$ cat src/rtl/fifo_pkg.sv
// Shared constants for the FIFO read-side drain engine.
// Skid depth sets the read credit; pointer and occupancy widths follow from it.
package fifo_pkg;
   localparam int DATA_W_DEF = 8;
   localparam int SKID_DEPTH = 3;
   localparam int OCC_W      = $clog2(SKID_DEPTH + 1);
   localparam int PTR_W      = $clog2(SKID_DEPTH);
   localparam int BEAT_W     = 8;

   // Circular pointer step for a non-power-of-two depth.
   function automatic logic [PTR_W-1:0] ptr_inc(input logic [PTR_W-1:0] p);
      return (p == PTR_W'(SKID_DEPTH - 1)) ? '0 : p + PTR_W'(1);
   endfunction
endpackage

$ cat src/rtl/rd_skid_buffer.sv
// Small circular buffer that absorbs bytes already in flight from the FIFO.
// Head data reads as zero while empty so the stream never shows stale bytes.
module rd_skid_buffer
   import fifo_pkg::*;
#(
   parameter int DATA_W = DATA_W_DEF
) (
   input  logic              clk,
   input  logic              reset,
   input  logic              push,
   input  logic [DATA_W-1:0] push_data,
   input  logic              pop,
   output logic [DATA_W-1:0] head_data,
   output logic [OCC_W-1:0]  occ
);
   logic [SKID_DEPTH-1:0][DATA_W-1:0] mem;
   logic [PTR_W-1:0]                  head;
   logic [PTR_W-1:0]                  tail;

   always_ff @(posedge clk or posedge reset) begin
      if (reset) begin
         mem  <= '0;
         head <= '0;
         tail <= '0;
         occ  <= '0;
      end else begin
         if (push) begin
            mem[tail] <= push_data;
            tail      <= ptr_inc(tail);
         end
         if (pop)
            head <= ptr_inc(head);
         case ({push, pop})
            2'b10:   occ <= occ + OCC_W'(1);
            2'b01:   occ <= occ - OCC_W'(1);
            default: occ <= occ;
         endcase
      end
   end

   assign head_data = (occ != '0) ? mem[head] : '0;

   a_no_overflow: assert property (@(posedge clk) disable iff (reset)
      !(push && !pop && occ == OCC_W'(SKID_DEPTH)));
   a_no_underflow: assert property (@(posedge clk) disable iff (reset)
      !(pop && occ == '0));
endmodule

$ cat src/rtl/fifo_rd_stream.sv
// Drains the synchronous FIFO read port into a framed valid/ready stream.
// Reads are credit-limited by skid space, so m_ready never reaches fifo_rd_en.
module fifo_rd_stream
   import fifo_pkg::*;
#(
   parameter int DATA_W  = DATA_W_DEF,
   parameter int PKT_LEN = 4,
   parameter int CNT_W   = 16
) (
   input  logic              clk,
   input  logic              reset,
   input  logic              enable,
   input  logic              fifo_empty,
   input  logic [DATA_W-1:0] fifo_data_out,
   output logic              fifo_rd_en,
   output logic [DATA_W-1:0] m_data,
   output logic              m_valid,
   input  logic              m_ready,
   output logic              m_last,
   output logic [CNT_W-1:0]  rd_count
);
   logic              pend;
   logic              pop;
   logic [OCC_W-1:0]  occ;
   logic [OCC_W:0]    credit_used;
   logic [BEAT_W-1:0] beat;

   // Bytes buffered plus the one in flight must fit in the skid buffer.
   assign credit_used = {1'b0, occ} + {{OCC_W{1'b0}}, pend};
   assign fifo_rd_en  = ~reset & enable & ~fifo_empty &
                        (credit_used < (OCC_W+1)'(SKID_DEPTH));

   assign m_valid = (occ != '0);
   assign pop     = m_valid & m_ready;
   assign m_last  = m_valid & (beat == BEAT_W'(PKT_LEN - 1));

   always_ff @(posedge clk or posedge reset) begin
      if (reset) begin
         pend     <= 1'b0;
         beat     <= '0;
         rd_count <= '0;
      end else begin
         pend <= fifo_rd_en;
         if (fifo_rd_en)
            rd_count <= rd_count + CNT_W'(1);
         if (pop)
            beat <= (beat == BEAT_W'(PKT_LEN - 1)) ? '0 : beat + BEAT_W'(1);
      end
   end

   rd_skid_buffer #(.DATA_W(DATA_W)) u_skid (
      .clk       (clk),
      .reset     (reset),
      .push      (pend),
      .push_data (fifo_data_out),
      .pop       (pop),
      .head_data (m_data),
      .occ       (occ)
   );

   a_credit: assert property (@(posedge clk) disable iff (reset)
      credit_used <= (OCC_W+1)'(SKID_DEPTH));
endmodule

$ cat config.mk
export PLATFORM = sky130hd
export DESIGN_NAME = fifo_rd_stream
export DESIGN_NICKNAME = d
export VERILOG_FILES = /design/src/rtl/fifo_pkg.sv /design/src/rtl/rd_skid_buffer.sv /design/src/rtl/fifo_rd_stream.sv
export SDC_FILE = /design/constraint.sdc
export NUM_CORES = 1
export LEC_CHECK = 0
export BUFFER_PORTS_ARGS = -buffer_cell sky130_fd_sc_hd__buf_2
export CAP_MARGIN = 20
export CORE_MARGIN = 2
export CORE_UTILIZATION = 35
export DETAILED_ROUTE_END_ITERATION = 10
export MAX_ROUTING_LAYER = met4
export PLACE_DENSITY_LB_ADDON = 0.1
export SYNTH_ARGS = -nofsm -noshare
export SYNTH_HDL_FRONTEND = slang
export SYNTH_SLANG_ARGS = --single-unit
$ cat constraint.sdc
create_clock -name clk -period 2.4 [get_ports clk]
set_clock_uncertainty 0.2 [all_clocks]
set_input_delay 0.36 -clock clk [delete_from_list [all_inputs] [get_ports clk]]
set_output_delay 0.36 -clock clk [all_outputs]
set_load 0.02 [all_outputs]
==> insert_results.sql <==
INSERT INTO impl_metrics (metric_group, metric, value, unit) VALUES
('layout', 'nets', '291', ''),
('floorplan', 'die_height', '89.6', 'um'),
('synth', 'synth.net_count', '232', ''),
('synth', 'synth_top_family_by_area', 'simple AND/OR/NAND/NOR gates', ''),
('power', 'netSwitchingFraction', '37.1', '%'),
('floorplan', 'placement_rows', '31', ''),
('global_routing', 'grtUsageTotal', '13.7', '%'),
('power', 'pwr-share-seq', '44.8', '%'),
('setup_path', 'regToRegSetupSlack', '260', 'ps'),
('synth', 'yosysUniqueCellTypes', '34', ''),
('floorplan', 'floorplan.io_pins', '40', ''),
('setup_path', 'critPathCapture', 'm_last', ''),
('synth', 'seq_area_frac_synth', '53.7', '%'),
('setup_path', 'cp_data_arrival_time', '1740', 'ps'),
('clocking', 'clk_pin_slew', '100', 'ps'),
('setup_path', 'critPathKind', 'flop to output pin', ''),
('timing', 'setup_viol_count_final', '0', ''),
('power', 'worst_ir_drop_vdd', '0.000335', 'V'),
('setup_path', 'critPathCaptureType', 'output pin', ''),
('setup_path', 'crit_path_cell_trace', 'ha_2 > or4b_4 > nor4_4 > and2_1 > buf_4', ''),
('place', 'detailedPlacementHpwl', '3460', 'um'),
('floorplan', 'effective_utilization_at_floorplan', '35.7', '%'),
('synth', 'adder_and_majority_gate_portion_of_the_synthesized_area', '2.44', '%'),
('global_routing', 'grt_first_pass_wirelength', '8220', 'um'),
('global_routing', 'global_route.overflow_total', '0', ''),
('setup_path', 'crit_path_start', 'beat[0]', ''),
('timing', 'finalWorstPathRequiredPeriod', '2300', 'ps'),
('setup_path', 'path_max_fanout', '2', ''),
('floorplan', 'core_area', '0.00718', 'mm^2'),
('synth', 'ys.warnings.count', '0', ''),
('synth', 'synth_simple_gate_area_share', '16.4', '%'),
('clocking', 'cts_max_path_buffers', '2', ''),
('clocking', 'buffer_cell_driving_the_clock_tree_root', 'sky130_fd_sc_hd__clkbuf_8', ''),
('timing', 'tns', '0', 'ps'),
('synth', 'post_synth_inst_count', '214', ''),
('global_routing', 'first_global_vias', '1741', ''),
('setup_path', 'r2r_cells', '7', ''),
('setup_path', 'cp-start-kind', 'flop', ''),
('synth', 'yosys.area_share.xor_xnor', '7.85', '%'),
('clocking', 'cts.sink_count', '55', ''),
('drt', 'routedWlPerCell', '13.0', 'um'),
('drt', 'number_of_detailed_route_iterations_in_the_first_pass', '4', ''),
('power', 'internal_power', '0.00214', 'W'),
('drt', 'drtAntennaViolNets', '0', ''),
('synth', 'avgSynthCellArea', '12.0', 'um^2'),
('timing', 'unrepaired_setup_endpoints_after_global_routing', 'false', ''),
('drt', 'final_wirelength', '4830', 'um'),
('setup_path', 'crit_required', '1840', 'ps'),
('layout', 'layout_commonest_cell', 'sky130_fd_sc_hd__dfrtp_1', ''),
('timing', 'final.period_utilization', '95.9', '%'),
('floorplan', 'die_area', '0.00803', 'mm^2'),
('drt', 'detailroute.via_count', '1716', ''),
('clocking', 'ctsHtreeMaxLevel', '2', ''),
('global_routing', 'grt_start_max_net_pins', '49', ''),
('setup_path', 'critical_path.reg2reg.endpoint', 'rd_count[12]', ''),
('run_status', 'outcome', 'completed', ''),
('synth', 'synth_compound_area_share', '3.32', '%'),
('flow_run', 'maxCapViolCount', '0', ''),
('min_path', 'min_path_type', 'primary input to flop', ''),
('timing', 'finalHoldViolCount', '0', ''),
('timing', 'timing.max_slew.rel_slack', '65.0', '%'),
('layout', 'antenna-diode-count', '0', ''),
('timing', 'worst_slew_pin_slew', '523', 'ps'),
('power', 'share_comb_of_total_power', '40.7', '%'),
('drt', 'detail_route.iter0.violations', '29', ''),
('clocking', 'tritoncts', 'built', ''),
('synth', 'syn_area', '0.00256', 'mm^2'),
('drt', 'remaining_drc_errors', '0', ''),
('synth', 'postSynthRegisterBits', '55', ''),
('synth', 'synthMuxAreaShare', '14.1', '%'),
('layout', 'drive_above_1_share', '38.8', '%');
## area by class of cell
cell class                 count  area [um^2]
inverter                       9         33.8
clock inverter                 2         13.8
sequential                    55         1380
tap                           99          124
timing repair buffer          57          348
clock buffer                   5         68.8
multi-input combinational    145         1140
fill                         710         4070
## sequential cells by signal, summed over array words and instances, names as in the netlist
signal	cells
beat	8
pend	1
rd_count	16
u_skid.head	2
u_skid.mem	24
u_skid.occ	2
u_skid.tail	2
## worst max-delay path, delay by kind of cell (launching register included)
kind                       cells  cell delay, ps
adders and majority gates      1             170
buffers and inverters          1             130
and+or+nand+nor                3             770
DFF                            1             360
## what timing repair did
| action | CTS | global route |
|---|---|---|
| hold buffers | 1 | 0 |
| pin swaps | 4 | 2 |
| setup endpoints to repair | 2 | 2 |
| resized for setup | 5 | 1 |
| buffers inserted | 6 | 3 |
| hold endpoints to repair | 7 | 0 |
## per-layer routing
layer | part of all wire, % | GRT usage (%) | up-vias
li1 | - | - | 853
met1 | 46 | 16.7 | 829
met2 | 48 | 22.8 | 29
met3 | 4.1 | 3.38 | 5
met4 | 1.3 | 3.66 | 0
met5 | 0 | - | -
## kinds of logic (layout without fill, tap and decap cells)
kind of cell	after synthesis	in the layout
DFF	55	55
buffers and inverters	14	73
adders and majority gates	5	5
and+or+nand+nor	69	69
muxes	33	33
AOI/OAI and AO/OA	15	15
xor gates and xnor gates	23	23
## cells in the mapped netlist (all sizes together)
master	count	area, um^2
nor3	9	65.1
buf	3	15.0
inv	9	33.8
nand2	11	41.3
nand3	7	52.6
xnor2	14	123
and4	1	8.76
dfrtp	55	1380
and3	2	12.5
or2	1	6.26
a21oi	8	40.0
ha	5	62.6
xor2	9	78.8
and2	2	13.8
nand4	6	43.8
clkbuf	2	7.51
a21o	4	30.0
nor2	23	86.3
mux2i	8	80.1
mux2	25	282
nor4	2	33.8
or4b	1	10.0
nor2b	1	6.26
o21ai	3	15.0
or3	2	17.5
nor4b	1	23.8
## worst min path at each step
stage	startpoint	to	slack, ps	depth (start not counted)
detailed placement	reset	rd_count[0]	110	2
global placement	reset	rd_count[0]	110	2
global route	fifo_data_out[0]	u_skid.mem[8]	100	2
finish	fifo_data_out[0]	u_skid.mem[8]	100	2
floorplan	beat[7]	beat[7]	240	1
CTS	fifo_data_out[0]	u_skid.mem[8]	100	2
## through the flow
step | instance area, um^2 | cells | power, W | hold slack [ps]
2_1_floorplan | 2560 | 214 | 0.00245 | 239
5_1_grt | 3110 | 372 | 0.00369 | 95.1
3_5_place_dp | 2930 | 355 | 0.00288 | 112
3_3_place_gp | 2930 | 355 | 0.00285 | 112
6_report | 3110 | 372 | 0.00340 | 101
4_1_cts | 3080 | 369 | 0.00343 | 95.7
## power by group through the flow
| stage | Combinational [W] | Sequential, W | Clock, W |
|---|---|---|---|
| after floorplan | 0.000937 | 0.00151 | 0 |
| after global placement | 0.00130 | 0.00155 | 0 |
| after detailed placement | 0.00132 | 0.00156 | 0 |
| after CTS | 0.00138 | 0.00154 | 0.000516 |
| after global routing | 0.00155 | 0.00159 | 0.000556 |
| final | 0.00138 | 0.00152 | 0.000495 |
No activity file was read; power rests on OpenSTA's default activity.
